`src/rtl/vc_state_ctrl_pkg.sv`:
```
// Shared router types and width helpers for the per-port VC state tracker.
// Imported by the VC state interface, the per-VC FSM and the vc_state_ctrl top.
package router_pkg;

   typedef enum logic [1:0] {
      IDLE     = 2'd0,
      VC_ALLOC = 2'd1,
      ACTIVE   = 2'd2
   } vc_state_t;

   localparam int NUM_VC_DEF    = 4;
   localparam int NUM_PORTS_DEF = 4;
   localparam int BUF_DEPTH_DEF = 4;

   function automatic int portBitsFor(input int numPorts);
      return (numPorts <= 1) ? 1 : $clog2(numPorts);
   endfunction

   function automatic int vcBitsFor(input int numVc);
      return (numVc <= 1) ? 1 : $clog2(numVc);
   endfunction

   function automatic int cntBitsFor(input int bufDepth);
      return $clog2(bufDepth + 1);
   endfunction

endpackage

```
`src/rtl/vc_state_ctrl_if.sv`:
```
// Flit/grant inputs and per-VC status outputs of vc_state_ctrl.
// The master side drives flit and grant events; the slave side is the tracker.
interface vc_state_ctrl_if
   import router_pkg::*;
#(
   parameter int NUM_VC    = NUM_VC_DEF,
   parameter int NUM_PORTS = NUM_PORTS_DEF,
   parameter int BUF_DEPTH = BUF_DEPTH_DEF
);
   localparam int PORT_BITS = portBitsFor(NUM_PORTS);
   localparam int VC_BITS   = vcBitsFor(NUM_VC);
   localparam int CNT_BITS  = cntBitsFor(BUF_DEPTH);

   logic                 flit_in_valid;
   logic [VC_BITS-1:0]   flit_in_vc;
   logic                 flit_in_head;
   logic [PORT_BITS-1:0] flit_in_dir;
   logic                 flit_out_valid;
   logic [VC_BITS-1:0]   flit_out_vc;
   logic                 flit_out_tail;
   logic                 vc_grant_valid;
   logic [VC_BITS-1:0]   vc_grant_vc;
   logic [VC_BITS-1:0]   vc_grant_out_vc;

   logic [NUM_VC-1:0][PORT_BITS-1:0] vc_direction;
   logic [NUM_VC-1:0]                vc_req;
   logic [NUM_VC-1:0]                vc_active;
   logic [NUM_VC-1:0][VC_BITS-1:0]   vc_out_vc;
   logic [NUM_VC-1:0][CNT_BITS-1:0]  vc_count;
   logic [NUM_VC-1:0]                vc_full;
   logic [NUM_VC-1:0]                vc_empty;
   logic [NUM_VC-1:0]                vc_err;

   modport master (
      output flit_in_valid, flit_in_vc, flit_in_head, flit_in_dir,
      output flit_out_valid, flit_out_vc, flit_out_tail,
      output vc_grant_valid, vc_grant_vc, vc_grant_out_vc,
      input  vc_direction, vc_req, vc_active, vc_out_vc,
      input  vc_count, vc_full, vc_empty, vc_err
   );

   modport slave (
      input  flit_in_valid, flit_in_vc, flit_in_head, flit_in_dir,
      input  flit_out_valid, flit_out_vc, flit_out_tail,
      input  vc_grant_valid, vc_grant_vc, vc_grant_out_vc,
      output vc_direction, vc_req, vc_active, vc_out_vc,
      output vc_count, vc_full, vc_empty, vc_err
   );

endinterface

```
`src/rtl/vc_state_ctrl_fsm.sv`:
```
// One virtual channel: packet FSM, latched direction/out-VC, occupancy counter
// and sticky error bit (error logic present only with VC_STATE_ERR_EN).
module vc_state_fsm
   import router_pkg::*;
#(
   parameter int NUM_VC    = NUM_VC_DEF,
   parameter int NUM_PORTS = NUM_PORTS_DEF,
   parameter int BUF_DEPTH = BUF_DEPTH_DEF
) (
   input  logic                                 clk,
   input  logic                                 reset,
   input  logic                                 wr_i,
   input  logic                                 head_i,
   input  logic [portBitsFor(NUM_PORTS)-1:0]    dir_i,
   input  logic                                 dep_i,
   input  logic                                 tail_i,
   input  logic                                 grant_i,
   input  logic [vcBitsFor(NUM_VC)-1:0]         grantOutVc_i,
   output logic [portBitsFor(NUM_PORTS)-1:0]    dir_o,
   output logic [vcBitsFor(NUM_VC)-1:0]         outVc_o,
   output logic [cntBitsFor(BUF_DEPTH)-1:0]     count_o,
   output logic                                 req_o,
   output logic                                 active_o,
   output logic                                 full_o,
   output logic                                 empty_o,
   output logic                                 err_o
);
   localparam int PORT_BITS = portBitsFor(NUM_PORTS);
   localparam int VC_BITS   = vcBitsFor(NUM_VC);
   localparam int CNT_BITS  = cntBitsFor(BUF_DEPTH);

   vc_state_t            state_q, state_d;
   logic [PORT_BITS-1:0] dir_q, dir_d;
   logic [VC_BITS-1:0]   outVc_q, outVc_d;
   logic [CNT_BITS-1:0]  count_q, count_d;

   logic isFull, isEmpty, wrOk, depOk, headIn, tailOut;

   // A write into a full buffer or a departure from an empty one never happened
   // as far as occupancy and packet state are concerned.
   assign isFull  = (count_q == CNT_BITS'(BUF_DEPTH));
   assign isEmpty = (count_q == '0);
   assign wrOk    = wr_i && !isFull;
   assign depOk   = dep_i && !isEmpty;
   assign headIn  = wrOk && head_i;
   assign tailOut = depOk && tail_i;

   always_ff @(posedge clk or negedge reset) begin
      if (!reset) begin
         state_q <= IDLE;
         dir_q   <= '0;
         outVc_q <= '0;
         count_q <= '0;
      end else begin
         state_q <= state_d;
         dir_q   <= dir_d;
         outVc_q <= outVc_d;
         count_q <= count_d;
      end
   end

   // A stray head outside IDLE freezes the FSM, so the grant is not taken then.
   always_comb begin
      state_d = state_q;
      dir_d   = dir_q;
      outVc_d = outVc_q;
      case (state_q)
         IDLE: begin
            if (headIn) begin
               state_d = VC_ALLOC;
               dir_d   = dir_i;
            end
         end
         VC_ALLOC: begin
            if (!headIn && grant_i) begin
               state_d = ACTIVE;
               outVc_d = grantOutVc_i;
            end
         end
         ACTIVE: begin
            if (tailOut) begin
               if (headIn) begin
                  state_d = VC_ALLOC;
                  dir_d   = dir_i;
               end else begin
                  state_d = IDLE;
               end
            end
         end
         default: state_d = IDLE;
      endcase
   end

   always_comb begin
      count_d = count_q;
      if (wrOk && !depOk) begin
         count_d = count_q + CNT_BITS'(1);
      end else if (depOk && !wrOk) begin
         count_d = count_q - CNT_BITS'(1);
      end
   end

`ifdef VC_STATE_ERR_EN
   logic err_q, headErr;

   assign headErr = headIn && (state_q != IDLE) && !((state_q == ACTIVE) && tailOut);

   always_ff @(posedge clk or negedge reset) begin
      if (!reset) begin
         err_q <= 1'b0;
      end else begin
         err_q <= err_q || headErr || (wr_i && isFull) || (dep_i && isEmpty);
      end
   end

   assign err_o = err_q;
`else
   assign err_o = 1'b0;
`endif

   assign dir_o    = dir_q;
   assign outVc_o  = outVc_q;
   assign count_o  = count_q;
   assign req_o    = (state_q == VC_ALLOC);
   assign active_o = (state_q == ACTIVE);
   assign full_o   = isFull;
   assign empty_o  = isEmpty;

endmodule

```
`src/rtl/vc_state_ctrl.sv`:
```
// Per-input-port VC state tracker feeding select_vc; one vc_state_fsm per VC.
// Define VC_STATE_ERR_EN to build the sticky per-VC protocol error flags.
module vc_state_ctrl
   import router_pkg::*;
#(
   parameter int NUM_VC    = NUM_VC_DEF,
   parameter int NUM_PORTS = NUM_PORTS_DEF,
   parameter int BUF_DEPTH = BUF_DEPTH_DEF
) (
   input  logic            clk,
   input  logic            reset,
   vc_state_ctrl_if.slave  bus
);
   localparam int PORT_BITS = portBitsFor(NUM_PORTS);
   localparam int VC_BITS   = vcBitsFor(NUM_VC);
   localparam int CNT_BITS  = cntBitsFor(BUF_DEPTH);

   logic [NUM_VC-1:0][PORT_BITS-1:0] dirVec;
   logic [NUM_VC-1:0][VC_BITS-1:0]   outVcVec;
   logic [NUM_VC-1:0][CNT_BITS-1:0]  countVec;
   logic [NUM_VC-1:0]                reqVec, activeVec, fullVec, emptyVec, errVec;

   // Each VC sees only the write, departure and grant strobes addressed to it.
   for (genvar v = 0; v < NUM_VC; v++) begin : gVc
      logic wrHit, depHit, grantHit;

      assign wrHit    = bus.flit_in_valid  && (bus.flit_in_vc  == VC_BITS'(v));
      assign depHit   = bus.flit_out_valid && (bus.flit_out_vc == VC_BITS'(v));
      assign grantHit = bus.vc_grant_valid && (bus.vc_grant_vc == VC_BITS'(v));

      vc_state_fsm #(
         .NUM_VC    (NUM_VC),
         .NUM_PORTS (NUM_PORTS),
         .BUF_DEPTH (BUF_DEPTH)
      ) uFsm (
         .clk          (clk),
         .reset        (reset),
         .wr_i         (wrHit),
         .head_i       (bus.flit_in_head),
         .dir_i        (bus.flit_in_dir),
         .dep_i        (depHit),
         .tail_i       (bus.flit_out_tail),
         .grant_i      (grantHit),
         .grantOutVc_i (bus.vc_grant_out_vc),
         .dir_o        (dirVec[v]),
         .outVc_o      (outVcVec[v]),
         .count_o      (countVec[v]),
         .req_o        (reqVec[v]),
         .active_o     (activeVec[v]),
         .full_o       (fullVec[v]),
         .empty_o      (emptyVec[v]),
         .err_o        (errVec[v])
      );
   end

   assign bus.vc_direction = dirVec;
   assign bus.vc_out_vc    = outVcVec;
   assign bus.vc_count     = countVec;
   assign bus.vc_req       = reqVec;
   assign bus.vc_active    = activeVec;
   assign bus.vc_full      = fullVec;
   assign bus.vc_empty     = emptyVec;
   assign bus.vc_err       = errVec;

endmodule

```
`src/flat_wrapper.sv`:
```
// flat-port wrapper written by rule: the top's interface ports become plain ports
module vc_state_ctrl_flat import router_pkg::*;
#(
   parameter int NUM_VC    = NUM_VC_DEF,
   parameter int NUM_PORTS = NUM_PORTS_DEF,
   parameter int BUF_DEPTH = BUF_DEPTH_DEF
)
  (clk, reset, bus_flit_in_valid, bus_flit_in_vc, bus_flit_in_head, bus_flit_in_dir, bus_flit_out_valid, bus_flit_out_vc, bus_flit_out_tail, bus_vc_grant_valid, bus_vc_grant_vc, bus_vc_grant_out_vc, bus_vc_direction, bus_vc_req, bus_vc_active, bus_vc_out_vc, bus_vc_count, bus_vc_full, bus_vc_empty, bus_vc_err);
  vc_state_ctrl_if #(.NUM_VC(NUM_VC), .NUM_PORTS(NUM_PORTS), .BUF_DEPTH(BUF_DEPTH)) bus_i ();
  input  logic clk;
  input  logic reset;
  input wire logic [$bits(bus_i.flit_in_valid)-1:0] bus_flit_in_valid;
  input wire logic [$bits(bus_i.flit_in_vc)-1:0] bus_flit_in_vc;
  input wire logic [$bits(bus_i.flit_in_head)-1:0] bus_flit_in_head;
  input wire logic [$bits(bus_i.flit_in_dir)-1:0] bus_flit_in_dir;
  input wire logic [$bits(bus_i.flit_out_valid)-1:0] bus_flit_out_valid;
  input wire logic [$bits(bus_i.flit_out_vc)-1:0] bus_flit_out_vc;
  input wire logic [$bits(bus_i.flit_out_tail)-1:0] bus_flit_out_tail;
  input wire logic [$bits(bus_i.vc_grant_valid)-1:0] bus_vc_grant_valid;
  input wire logic [$bits(bus_i.vc_grant_vc)-1:0] bus_vc_grant_vc;
  input wire logic [$bits(bus_i.vc_grant_out_vc)-1:0] bus_vc_grant_out_vc;
  output wire logic [$bits(bus_i.vc_direction)-1:0] bus_vc_direction;
  output wire logic [$bits(bus_i.vc_req)-1:0] bus_vc_req;
  output wire logic [$bits(bus_i.vc_active)-1:0] bus_vc_active;
  output wire logic [$bits(bus_i.vc_out_vc)-1:0] bus_vc_out_vc;
  output wire logic [$bits(bus_i.vc_count)-1:0] bus_vc_count;
  output wire logic [$bits(bus_i.vc_full)-1:0] bus_vc_full;
  output wire logic [$bits(bus_i.vc_empty)-1:0] bus_vc_empty;
  output wire logic [$bits(bus_i.vc_err)-1:0] bus_vc_err;
  assign bus_i.flit_in_valid = bus_flit_in_valid;
  assign bus_i.flit_in_vc = bus_flit_in_vc;
  assign bus_i.flit_in_head = bus_flit_in_head;
  assign bus_i.flit_in_dir = bus_flit_in_dir;
  assign bus_i.flit_out_valid = bus_flit_out_valid;
  assign bus_i.flit_out_vc = bus_flit_out_vc;
  assign bus_i.flit_out_tail = bus_flit_out_tail;
  assign bus_i.vc_grant_valid = bus_vc_grant_valid;
  assign bus_i.vc_grant_vc = bus_vc_grant_vc;
  assign bus_i.vc_grant_out_vc = bus_vc_grant_out_vc;
  assign bus_vc_direction = bus_i.vc_direction;
  assign bus_vc_req = bus_i.vc_req;
  assign bus_vc_active = bus_i.vc_active;
  assign bus_vc_out_vc = bus_i.vc_out_vc;
  assign bus_vc_count = bus_i.vc_count;
  assign bus_vc_full = bus_i.vc_full;
  assign bus_vc_empty = bus_i.vc_empty;
  assign bus_vc_err = bus_i.vc_err;
  vc_state_ctrl #(.NUM_VC(NUM_VC), .NUM_PORTS(NUM_PORTS), .BUF_DEPTH(BUF_DEPTH)) u_core (.clk(clk), .reset(reset), .bus(bus_i));
endmodule
```
`config.mk`:
```
export PLATFORM = sky130hd
export DESIGN_NAME = vc_state_ctrl_flat
export DESIGN_NICKNAME = d
export VERILOG_FILES = /design/src/rtl/vc_state_ctrl_pkg.sv /design/src/rtl/vc_state_ctrl_if.sv /design/src/rtl/vc_state_ctrl_fsm.sv /design/src/rtl/vc_state_ctrl.sv /design/src/flat_wrapper.sv
export SDC_FILE = /design/constraint.sdc
export NUM_CORES = 1
export LEC_CHECK = 0
export BUFFER_PORTS_ARGS = -buffer_cell sky130_fd_sc_hd__buf_2
export CELL_PAD_IN_SITES_DETAIL_PLACEMENT = 2
export CELL_PAD_IN_SITES_GLOBAL_PLACEMENT = 2
export CORE_MARGIN = 3
export CORE_UTILIZATION = 25
export CTS_CLUSTER_SIZE = 16
export DETAILED_ROUTE_END_ITERATION = 10
export HOLD_SLACK_MARGIN = 0.1
export PLACE_DENSITY_LB_ADDON = 0.1
export SYNTH_ARGS = -nofsm -noshare
export SYNTH_HDL_FRONTEND = slang
export SYNTH_HIERARCHICAL = 1
export SYNTH_SLANG_ARGS = --single-unit
```
`constraint.sdc`:
```
create_clock -name clk -period 2.55 [get_ports clk]
set_input_delay 0.51 -clock clk [delete_from_list [all_inputs] [get_ports clk]]
set_output_delay 0.51 -clock clk [all_outputs]
set_load 0.01 [all_outputs]
```
After elaboration in Yosys (flattened, before gate mapping) --
Cells that the tools add are included.
Operators by class: reductions and logical operators 91, eq/ne operators 33, muxes and demuxes 40, add/subtract/negate cells 8
Operators with widths (count):
- $logic_and A1 B1 Y1 | 40
- $mux W2 | 20
- $mux W3 | 8
- $pmux W2 S3 | 4
- $eq A2 B2 Y1 const B | 10
- $logic_not A1 Y1 | 20
- $ne A2 B1 Y1 const B | 8
- $pmux W2 S2 | 4
- $reduce_and A2 Y1 | 8
- $reduce_bool A2 Y1 | 8
- $eq A2 B1 Y1 const B | 7
- $logic_not A2 Y1 | 7
- $add A3 B1 Y3 const B | 4
- $eq A3 B3 Y1 const B | 4
- $logic_not A3 Y1 | 4
- $reduce_and A3 Y1 | 4
- $sub A3 B1 Y3 const B | 4
- $ne A2 B2 Y1 const B | 4
- $mux W1 | 4
Word-level totals: register bits 36, output and inout port bits 48, bits of input ports 17

Logic depth before layout (Yosys ltp) --
Gate-level depths: netlist of run 1.
depth after elaboration 8, gate-level depth with buffers 8, mapped depth without buffers 8

By module --
Netlist of run 1, hierarchy kept.
By module, submodules not included:
- vc_state_fsm (u_core.gVc[0].uFsm ...) | seq. area each 225.2 um^2, cells an instance 40, area an instance 513.0 um^2, times used 3
- vc_state_fsm (u_core.gVc[3].uFsm) | seq. area each 225.2 um^2, cells an instance 41, area an instance 504.2 um^2, times used 1
- vc_state_ctrl | seq. area each 0.0 um^2, cells an instance 12, area an instance 112.6 um^2, times used 1

Least setup slack after synthesis of run 1 --
No wires, ideal clock.
path type reg2reg, start reg u_core.gVc[1].uFsm.count_q[0], end reg u_core.gVc[1].uFsm.count_q[1], data required time 2.425 ns, setup time 0.125 ns, setup slack 0.363 ns, arrival 2.062 ns, cell stages (with the launch flop) 7, cell sequence dfrtp_1 nor3b_4 and2b_2 ha_1 inv_1 fa_1 mux2_2
RTL lines:
- start, declared | line vc_state_ctrl_fsm.sv:35 | logic [CNT_BITS-1:0] count_q, count_d;
- start signal, assigned | line vc_state_ctrl_fsm.sv:58 | count_q <= count_d;
- $eq A3 B3 Y1 | line vc_state_ctrl_fsm.sv:41 | assign isFull = (count_q == CNT_BITS'(BUF_DEPTH));
- net bus_vc_full[1] | line flat_wrapper.sv:27 | output wire logic [$bits(bus_i.vc_full)-1:0] bus_vc_full;
- $logic_not A1 Y1 | line vc_state_ctrl_fsm.sv:43 | assign wrOk = wr_i && !isFull;
- $logic_and A1 B1 Y1 | line vc_state_ctrl_fsm.sv:43
- $logic_and A1 B1 Y1 | line vc_state_ctrl_fsm.sv:96 | if (wrOk && !depOk) begin
- $mux W3 | line vc_state_ctrl_fsm.sv:96
- net u_core.gVc[1].uFsm.count_d[1] | line vc_state_ctrl_fsm.sv:35
The timed path passes the listed nets, and every way through them passes these cells. The select of a mux whose other input is x is not followed. A chain may end at the register's enable or synchronous reset.

Worst setup path in the final report of run 1 --
start reg u_core.gVc[0].uFsm.count_q[0], end reg u_core.gVc[0].uFsm.count_q[1]
On the way: cells in the longest elaborated chain, start to end 6
Ends and longest elaborated chain (line):
- start, declared | vc_state_ctrl_fsm.sv:35
- start signal, assigned | vc_state_ctrl_fsm.sv:58
- branches (longest 5 deep; another with $sub A3 B1 Y3)
- $mux W3 (*) | vc_state_ctrl_fsm.sv:96
- net u_core.gVc[0].uFsm.count_d[1] | vc_state_ctrl_fsm.sv:35
Mark *: on every way through the listed nets, which the timed path passes. The select of a mux whose other input is x is not followed.

==> results by group, run 1 <==
Status
  – Status: finished, final reports clean

Detailed routing
  – DRT Pass-1 Iters: 3
  – Residual DRC count: 0
  – Detailed Route Iter0 Violations: 15
  – Via count: 1539
  – Antenna Nets Post-Route: 0
  – Mean number of vias per cell: 4.47
  – Routed wire per std cell: 15.6 um
  – WL final: 5360 um

Floorplan
  – Die area: 9770 um^2
  – Core ar.: 8300 um^2
  – # IOs: 65
  – FP Rows: 33
  – Die Span Y: 98.9 um
  – Die W: 98.9 um
  – Initial Utilization: 26.0%

Clock tree
  – CTS Sinks: 36
  – CTS resizes: 0
  – Worst skew pair latency: 280 ps
  – Setup repair bufs after CTS: 0
  – H-tree depth: 2
  – CTS tree: done
  – CTS buffer count: 5
  – Bufs on Longest Clock Path: 2
  – Root buf cell: clkbuf_8
  – Clk slew on worst S/H paths: 80 ps
  – Cts hold-fix bufs: 0

Critical path
  – Critical path class: flip-flop to flip-flop
  – Worst r2r path cells: 6
  – R2R Setup Slk: 290 ps
  – Critical path data required time: 2710 ps
  – Largest fanout on the critical path: 6
  – Reg-to-reg endpoint: u_core/gVc[0].uFsm/count_o[1]
  – Kind of end point of the critical path: flip-flop
  – CP arrival: 2420 ps
  – CP Launch Type: flip-flop
  – Reg2reg start: u_core/gVc[0].uFsm/count_o[0]

Layout
  – Multi-input gate area: 1190 um^2
  – Fraction of layout cells with a size suffix above 1: 45.6%
  – Register cell area after layout: 901 um^2
  – Fillers: 932
  – Nets: 263
  – Ant. Diodes: 0
  – Area Growth Syn to Fin: 24.3%

Timing
  – Unrepaired setup endpoints after global routing: false
  – Fmax: 0.443 GHz
  – Final hold violation count: 0
  – Setup-failing EPs final: 0
  – Setup_tns: 0 ps
  – Final Max Slew Viols: 0
  – Setup Skew: 5.55 ps
  – Max transition margin: 44.9%
  – Fin crit share: 88.6%
  – Min Tclk post-route: 2260 ps
  – Worst-margin pin slew: 827 ps

Power and ir drop
  – Cell internal pwr: 1810 uW
  – Net Sw Frac: 39.1%
  – Power density over cell area: 1110 nW/um^2
  – Switch Pwr: 1160 uW
  – Sequential power share: 39.3%
  – Peak supply drop: 315 uV
  – Comb pwr share: 44.1%
  – Tot Pwr: 2970 uW
  – Static Leak: 0.00126 uW
  – Clock share of power: 16.6%

Placement
  – DP Wirelength: 4390 um
  – I/O Buffers: 60
  – Gpl congestion: 0.734

Logic synthesis
  – Syn Area/Cell: 12.5 um^2
  – Post-synth EDFFs: 0
  – Cell Area, Synth: 2160 um^2
  – Synth Warn #: 6
  – Primary FF master, synth: dfrtp_1
  – Synthesized flop and latch total: 36
  – Synth unique cells: 38
  – Post-synth ARST share: 100%
  – Seq/Total Area, Yosys: 41.8%
  – Syn Inst Count: 173
  – Syn nets: 198

Global routing
  – Total track usage: 11.8%
  – Largest net degree at the start of global routing: 37
  – GRT overflow: 0
  – Vias in the first global route: 1664
  – Antenna violations before repair: 0
  – First-pass GRT wire length: 8970 um

Hold path
  – Min-Delay Path Class: primary input to asynchronous set/reset pin

Flow run
  – Max Cap Viol: 0
-- cell usage after synthesis, drive strengths merged (5+ instances only) --
cell type  number  area [um^2]
and2b           6         48.8
and3b           6         52.6
dfrtp          36          901
inv             9         33.8
mux2           20          255
nand2          10         37.5
nand3b          5         37.5
nor2b           5         31.3
nor3b           6         93.8
xor2            8         70.1
-- stage by stage --
| step | instance area (um^2) | cells | setup slack (ps) | hold WS [ps] | utilization (%) |
|---|---|---|---|---|---|
| 4_1_cts | 2680 | 344 | 266 | 359 | 32.3 |
| 2_1_floorplan | 2160 | 173 | 363 | 214 | - |
| 6_report | 2680 | 344 | 291 | 319 | 32.3 |
| 3_3_place_gp | 2570 | 336 | 296 | 464 | 31.0 |
| 5_1_grt | 2680 | 344 | 168 | 382 | 32.3 |
| 3_5_place_dp | 2570 | 336 | 281 | 471 | 31.0 |
-- placed cells by master (no fill, tap or decap), types with 5 or more instances in the layout --
cell type	n
inv_1	8
dfrtp_1	36
mux2_4	8
nand2_1	10
nor2b_1	5
clkbuf_8	5
xor2_1	8
buf_2	60
mux2_1	8
and3b_1	6
nand3b_1	5
-- power groups by stage --
stage | clock network (uW) | registers (uW) | logic (uW)
CTS | 521 | 1180 | 1350
detailed placement | 0 | 1190 | 1340
floorplan | 0 | 1250 | 699
global placement | 0 | 1190 | 1320
global route | 555 | 1240 | 1460
finish | 495 | 1170 | 1310
-- cell type report --
cell class	count	area share, %
Timing Repair Buffer	62	11.8
Clock buffer	6	2.71
Inverter	9	1.26
Multi-Input combinational cell	124	44.4
Sequential cell	36	33.6
Tap cell	105	4.90
Clock inverter	2	1.31
-- worst max-delay path, stage by stage, from the launching register on --
cell and delay (ps):
dfrtp_1 490, nor3b_4 410, and2b_2 270, ha_1 220, inv_1 80, fa_1 400
mux2_2 270
-- routing by layer --
| metal | track usage, % | up-vias | wire length (um) |
|---|---|---|---|
| met5 | 0 | - | 0 |
| met4 | 3.47 | 0 | 55 |
| met3 | 2.90 | 4 | 318 |
| met2 | 17.5 | 46 | 2380 |
| met1 | 17.1 | 757 | 2610 |
| li1 | - | 732 | - |
-- state kept, by name, summed over array words and instances (netlist names) --
signal	cells
u_core/gVc.uFsm/count_o	12
u_core/gVc.uFsm/dir_o	8
u_core/gVc.uFsm/outVc_o	8
u_core/gVc.uFsm/state_q	8
-- how the worst max path moves through the flow --
stage                                        from                            end  slack, ps  depth (start not counted)
floorplan           u_core/gVc[1].uFsm/count_o[0]  u_core/gVc[1].uFsm/count_o[1]        360                          6
global placement    u_core/gVc[0].uFsm/count_o[0]  u_core/gVc[0].uFsm/count_o[1]        300                          6
detailed placement  u_core/gVc[0].uFsm/count_o[0]  u_core/gVc[0].uFsm/count_o[1]        280                          6
CTS                 u_core/gVc[0].uFsm/count_o[0]  u_core/gVc[0].uFsm/count_o[1]        270                          6
global route        u_core/gVc[1].uFsm/count_o[0]  u_core/gVc[1].uFsm/count_o[1]        170                          6
finish              u_core/gVc[0].uFsm/count_o[0]  u_core/gVc[0].uFsm/count_o[1]        290                          6
-- cells by family after synthesis --
| group | Yosys count | share of synthesized area, % |
|---|---|---|
| AO/OA/AOI/OAI | 21 | 11.8 |
| adder cells (fa/ha/maj) | 8 | 6.04 |
| buffers and inverters | 13 | 2.96 |
| multiplexers | 20 | 11.8 |
| XOR/XNOR | 12 | 4.88 |
| AND/OR/NAND/NOR | 59 | 20.0 |
| other | 4 | 0.696 |
| flip-flops | 36 | 41.8 |
No activity file was read; power rests on OpenSTA's default activity.
==> run 2: changes to the inputs <==
Settings changed: CORE_UTILIZATION 25 to 33, MAX_ROUTING_LAYER from default to met4.
==> run 2 against run 1 <==
Against the previous run: sequential share of layout area grew 0.90 points; setup slack lost 32 ps; clock skew grew 4.8 ps; final area shrank 2.6%; maximum frequency shrank 1.4%; sequential power is essentially flat.
==> results by group, run 2 (same netlist as run 1, synthesis figures left out) <==
Clock tree
  – CTS Sinks: 36
  – Clk slew on worst S/H paths: 80 ps
  – Cts hold-fix bufs: 0
  – Setup repair bufs after CTS: 0
  – CTS buffer count: 5
  – Worst skew pair latency: 290 ps
  – CTS tree: done
  – Bufs on Longest Clock Path: 2
  – H-tree depth: 2
  – CTS resizes: 0
  – Root buf cell: clkbuf_8

Flow run
  – Max Cap Viol: 0

Global routing
  – First-pass GRT wire length: 9040 um
  – Vias in the first global route: 1727
  – Total track usage: 16.4%
  – Antenna violations before repair: 0
  – GRT overflow: 0
  – Largest net degree at the start of global routing: 37

Status
  – Status: finished, final reports clean

Layout
  – Multi-input gate area: 1190 um^2
  – Final Instance Area: 2610 um^2
  – Final cell count without fillers: 312
  – Register cell area after layout: 901 um^2
  – Ant. Diodes: 0
  – Commonest non-fill, non-tap cells in the layout: buf_2 (60), dfrtp_1 (36), nand2_1 (10)
  – Fillers: 658
  – Area Growth Syn to Fin: 21.1%
  – Fraction of layout cells with a size suffix above 1: 44.7%
  – Commonest non-fill, non-tap cell in the layout: buf_2
  – Max FFs per register: 12
  – Layout Utilization: 42.6%
  – Nets: 261

Hold path
  – Min-Delay Path Class: primary input to asynchronous set/reset pin

Timing
  – Unrepaired setup endpoints after global routing: false
  – Setup_tns: 0 ps
  – Fin crit share: 89.8%
  – Min Tclk post-route: 2290 ps
  – Final Max Slew Viols: 0
  – Worst-margin pin slew: 851 ps
  – Final hold violation count: 0
  – Fmax: 0.437 GHz
  – Hold slack final: 324 ps
  – Max transition margin: 43.3%
  – Setup Skew: 10.4 ps
  – Setup-failing EPs final: 0

Detailed routing
  – Routed wire per std cell: 18.1 um
  – Mean number of vias per cell: 5.04
  – Residual DRC count: 0
  – Detailed Route Iter0 Violations: 16
  – DRT Pass-1 Iters: 4
  – Via count: 1572
  – WL final: 5660 um
  – Antenna Nets Post-Route: 0

Critical path
  – Crit path cell chain: nor3b_4, and2b_2, ha_1, inv_1, fa_1, mux2_2
  – Crit path capture: u_core/gVc[1].uFsm/count_o[1]
  – Kind of end point of the critical path: flip-flop
  – CP peak stage delay: 490 ps
  – Slowest-stage cell, CP: dfrtp_1
  – Largest fanout on the critical path: 6
  – CP Launch Type: flip-flop
  – R2R Setup Slk: 260 ps
  – Critical path data required time: 2730 ps
  – Crit path from: u_core/gVc[1].uFsm/count_o[0]
  – CP arrival: 2470 ps
  – Critical path class: flip-flop to flip-flop
  – Reg-to-reg endpoint: u_core/gVc[1].uFsm/count_o[1]
  – Reg2reg start: u_core/gVc[1].uFsm/count_o[0]
  – Worst r2r path cells: 6

Power and ir drop
  – Cell internal pwr: 1720 uW
  – Static Leak: 0.00125 uW
  – Comb pwr share: 44.3%
  – Power density over cell area: 1110 nW/um^2
  – Switch Pwr: 1180 uW
  – Sequential power share: 40.9%
  – Net Sw Frac: 40.7%
  – Peak supply drop: 433 uV
  – Clock share of power: 14.8%

Floorplan
  – FP Rows: 28
  – Initial Utilization: 35.2%
  – # IOs: 65
  – Die area: 7540 um^2
  – Core ar.: 6130 um^2
  – Die Span Y: 86.8 um
  – Die W: 86.8 um

Placement
  – Gpl congestion: 0.815
  – I/O Buffers: 60
  – Number of cells after detailed placement: 304
  – Placed Area: 2520 um^2
  – DP Wirelength: 4550 um
==> run 2: changes by cell type in the layout (fill, tap and decap cells not counted), sizes merged <==
cell	delta
buf	-2
bufinv	-1
clkbuf	+2
clkinv	-1
==> run 2: worst max-delay path: cells and delay by family, from the launching register on <==
family	cells	cell delay, ps
multiplexers	1	270
flip-flops	1	490
adder cells (fa/ha/maj)	2	650
buffers and inverters	1	90
AND/OR/NAND/NOR	2	690
==> run 2: layout make-up <==
cell class / count / area share [%]
clock buffers: 8 / 3.45
inverters: 9 / 1.29
multi-input cells: 124 / 45.6
flip-flops and latches: 36 / 34.5
well taps: 75 / 3.60
repair buffers: 60 / 11.5
==> run 2: power by group through the flow <==
stage / logic (uW) / registers (uW) / clock network [uW]
final: 1290 / 1190 / 430
after global routing: 1410 / 1260 / 482
after CTS: 1320 / 1210 / 452
after detailed placement: 1320 / 1210 / 0
after global placement: 1240 / 1160 / 0
after floorplan: 699 / 1250 / 0
==> run 2: layer usage <==
layer / global-route usage, % / wire length [um] / vias to the layer above
met5: - / 0 / -
met4: 4.67 / 67 / 0
met3: 3.61 / 302 / 5
met2: 27.8 / 2940 / 47
met1: 19.5 / 2350 / 792
li1: - / - / 728
==> run 2: worst min-delay path by stage <==
stage                                     start                             to  cells after the start
floorplan                                 reset  u_core/gVc[0].uFsm/count_o[0]                      0
global placement    u_core/gVc[2].uFsm/dir_o[0]    u_core/gVc[2].uFsm/dir_o[0]                      1
detailed placement  u_core/gVc[0].uFsm/dir_o[0]    u_core/gVc[0].uFsm/dir_o[0]                      1
CTS                                       reset  u_core/gVc[1].uFsm/state_q[0]                      1
global route                              reset  u_core/gVc[2].uFsm/count_o[0]                      1
finish                                    reset    u_core/gVc[3].uFsm/dir_o[0]                      1
==> run 2: per-stage QoR <==
stage / setup slack [ps] / total power (uW)
detailed placement: 258 / 2530
finish: 259 / 2910
global placement: 362 / 2400
floorplan: 363 / 1950
global route: 134 / 3150
CTS: 237 / 2980
==> run 3: changes to the inputs <==
Settings changed: ABC_AREA from default to 1, BUFFER_PORTS_ARGS -buffer_cell sky130_fd_sc_hd__buf_2 to default, DONT_BUFFER_PORTS from default to 1.
Clock period 2.55 ns to 2.06 ns, I/O delays scaled along.
==> run 3 against run 2 <==
Against the previous run: final area down 7.0%; highest routed layer unchanged; sequential power is 21% higher; global-route usage rose by 0.79 points; via count increased by 1.7%; critical path depth grew 2; setup slack worse by 130 ps.
==> results by group, run 3 <==
Status
  – Status: finished, final reports clean

Logic synthesis
  – Synth top area share: 42.2%
  – Syn nets: 265
  – Post-synth top cells: nand2_1 (51), inv_1 (38), dfrtp_1 (36)
  – Synthesized flop and latch total: 36
  – Syn Area/Cell: 8.89 um^2
  – Post-synth EDFFs: 0
  – Post-synth ARST share: 100%
  – Yosys top cell by area: dfrtp_1
  – Synth Warn #: 6
  – Synth unique cells: 21
  – Syn Inst Count: 240
  – Most frequent cell after synthesis: nand2_1
  – Cell Area, Synth: 2130 um^2
  – Seq/Total Area, Yosys: 42.2%
  – Synth area leaders: dfrtp_1 (42%), nand2_1 (9.0%), inv_1 (6.7%)
  – Primary FF master, synth: dfrtp_1

Global routing
  – Antenna violations before repair: 0
  – Largest net degree at the start of global routing: 37
  – Vias in the first global route: 1834
  – First-pass GRT wire length: 9560 um
  – Total track usage: 17.2%
  – GRT overflow: 0

Detailed routing
  – Detailed Route Iter0 Violations: 47
  – Routed wire per std cell: 17.0 um
  – WL final: 5720 um
  – Via count: 1598
  – Mean number of vias per cell: 4.76
  – Antenna Nets Post-Route: 0
  – DRT Pass-1 Iters: 4
  – Residual DRC count: 0

Critical path
  – Crit path top cell by count: inv_1
  – CP arrival: 2110 ps
  – CP peak stage delay: 410 ps
  – CP Launch Type: flip-flop
  – Critical path class: flip-flop to flip-flop
  – Critical path data required time: 2230 ps
  – Slowest-stage cell, CP: fa_1
  – Kind of end point of the critical path: flip-flop
  – CP Buf/Inv Count: 2
  – Crit path cell chain: nor2_2, nand2_2, inv_1, nor2_1, ha_1, inv_1, fa_1, mux2_2
  – Largest fanout on the critical path: 3
  – R2R Setup Slk: 130 ps
  – CP top delay family: adder cells

Floorplan
  – Initial Utilization: 35.0%
  – # IOs: 65
  – Die Span Y: 86.4 um
  – Die W: 86.4 um
  – Core ar.: 6100 um^2
  – FP Rows: 28
  – Die area: 7470 um^2

Clock tree
  – Setup repair bufs after CTS: 0
  – H-tree depth: 2
  – Root buf cell: clkbuf_8
  – CTS tree: done
  – Bufs on Longest Clock Path: 2
  – Worst skew pair latency: 290 ps
  – CTS buffer count: 5
  – Clk slew on worst S/H paths: 80 ps
  – CTS Sinks: 36

Timing
  – Fin crit share: 93.7%
  – Setup_tns: 0 ps
  – Setup Skew: 6.69 ps
  – Fmax: 0.518 GHz
  – Final Max Slew Viols: 0
  – Min Tclk post-route: 1930 ps
  – Final hold violation count: 0
  – Unrepaired setup endpoints after global routing: false
  – Setup-failing EPs final: 0

Hold path
  – Min-Delay Path Class: primary input to flip-flop

Layout
  – Max FFs per register: 12
  – Commonest non-fill, non-tap cells in the layout: nand2_1 (51), inv_1 (38), dfrtp_1 (36)
  – Final Instance Area: 2430 um^2
  – Ant. Diodes: 0
  – Multi-input gate area: 1050 um^2
  – Fraction of layout cells with a size suffix above 1: 28.4%
  – Nets: 286
  – Fillers: 721
  – Commonest non-fill, non-tap cell in the layout: nand2_1
  – Register cell area after layout: 901 um^2
  – Area Growth Syn to Fin: 13.7%

Power and ir drop
  – Static Leak: 0.00119 uW
  – Peak supply drop: 505 uV
  – Power density over cell area: 1370 nW/um^2

Flow run
  – Max Cap Viol: 0

Placement
  – DP Wirelength: 4600 um
  – I/O Buffers: 0
  – Placed Area: 2320 um^2
  – Gpl congestion: 0.725
==> run 3: cell types whose count changed in the layout (fill, tap and decap cells not counted), sizes merged, moves of 8 or more <==
cell   delta
nand2    +56
buf      -43
inv      +33
nor2     +28
nand3    +20
mux2     -16
o21ai     +8
==> run 3: path summary, 6_finish.rpt <==
check / to / startpoint / cells past startpoint
setup / recovery: u_core/gVc[0].uFsm/count_o[1] / u_core/gVc[0].uFsm/count_o[0] / 8
hold / removal: u_core/gVc[3].uFsm/outVc_o[0] / bus_vc_grant_out_vc[0] / 2
setup reg to reg: u_core/gVc[0].uFsm/count_o[1] / u_core/gVc[0].uFsm/count_o[0] / 8
hold reg to reg: u_core/gVc[3].uFsm/dir_o[1] / u_core/gVc[3].uFsm/dir_o[1] / 2
max in group asynchronous: u_core/gVc[1].uFsm/state_q[1] / reset / 2
min in group asynchronous: u_core/gVc[0].uFsm/count_o[1] / reset / 2
==> run 3: repair_timing <==
item	4_1_cts	5_1_grt
gates resized for setup	0	1
endpoints found under the setup margin	0	1
hold endpoints to repair	36	0
hold buffers	2	0
==> run 3: per-layer routing <==
layer | vias to the layer above | track usage [%] | wire length, um
li1 | 760 | - | -
met4 | 0 | 3.82 | 29
met1 | 798 | 20.5 | 2400
met2 | 38 | 28.4 | 2900
met5 | - | - | 0
met3 | 2 | 5.51 | 394
==> run 3: kinds of logic (layout without fill, tap and decap cells) <==
kind of cell | after synthesis | after routing | synth area share (%)
AND/OR/NAND/NOR | 118 | 118 | 33.1
buffers and inverters | 46 | 67 | 8.79
flip-flops | 36 | 36 | 42.2
AO/OA/AOI/OAI | 16 | 16 | 3.75
adder cells (fa/ha/maj) | 8 | 8 | 6.10
XOR/XNOR | 8 | 8 | 3.28
other | 4 | 4 | 0.703
multiplexers | 4 | 4 | 2.11
==> run 3: cell type report <==
class	count	area share, %
clock buffer	6	2.99
clock inverter	1	0.206
inverter	42	6.50
multi-input combinational	158	43.1
sequential	36	37.1
tap	75	3.87
timing repair buffer	18	6.19
==> run 3: power breakdown <==
group          switching (uW)  internal (uW)  total [uW]
combinational             853            547        1400
clock                     259            230         489
sequential                397           1050        1440
total                    1510           1820        3330
==> run 3: per-stage QoR <==
stage	utilization (%)	cells	hold slack, ps	total power [uW]	setup slack (ps)
final	39.8	336	246	3330	129
after floorplan	-	240	116	2380	156
after detailed placement	38.0	327	117	2870	61.0
after global placement	38.0	327	117	2790	97.3
after global routing	39.8	336	257	3640	23.9
after CTS	39.8	336	239	3410	133
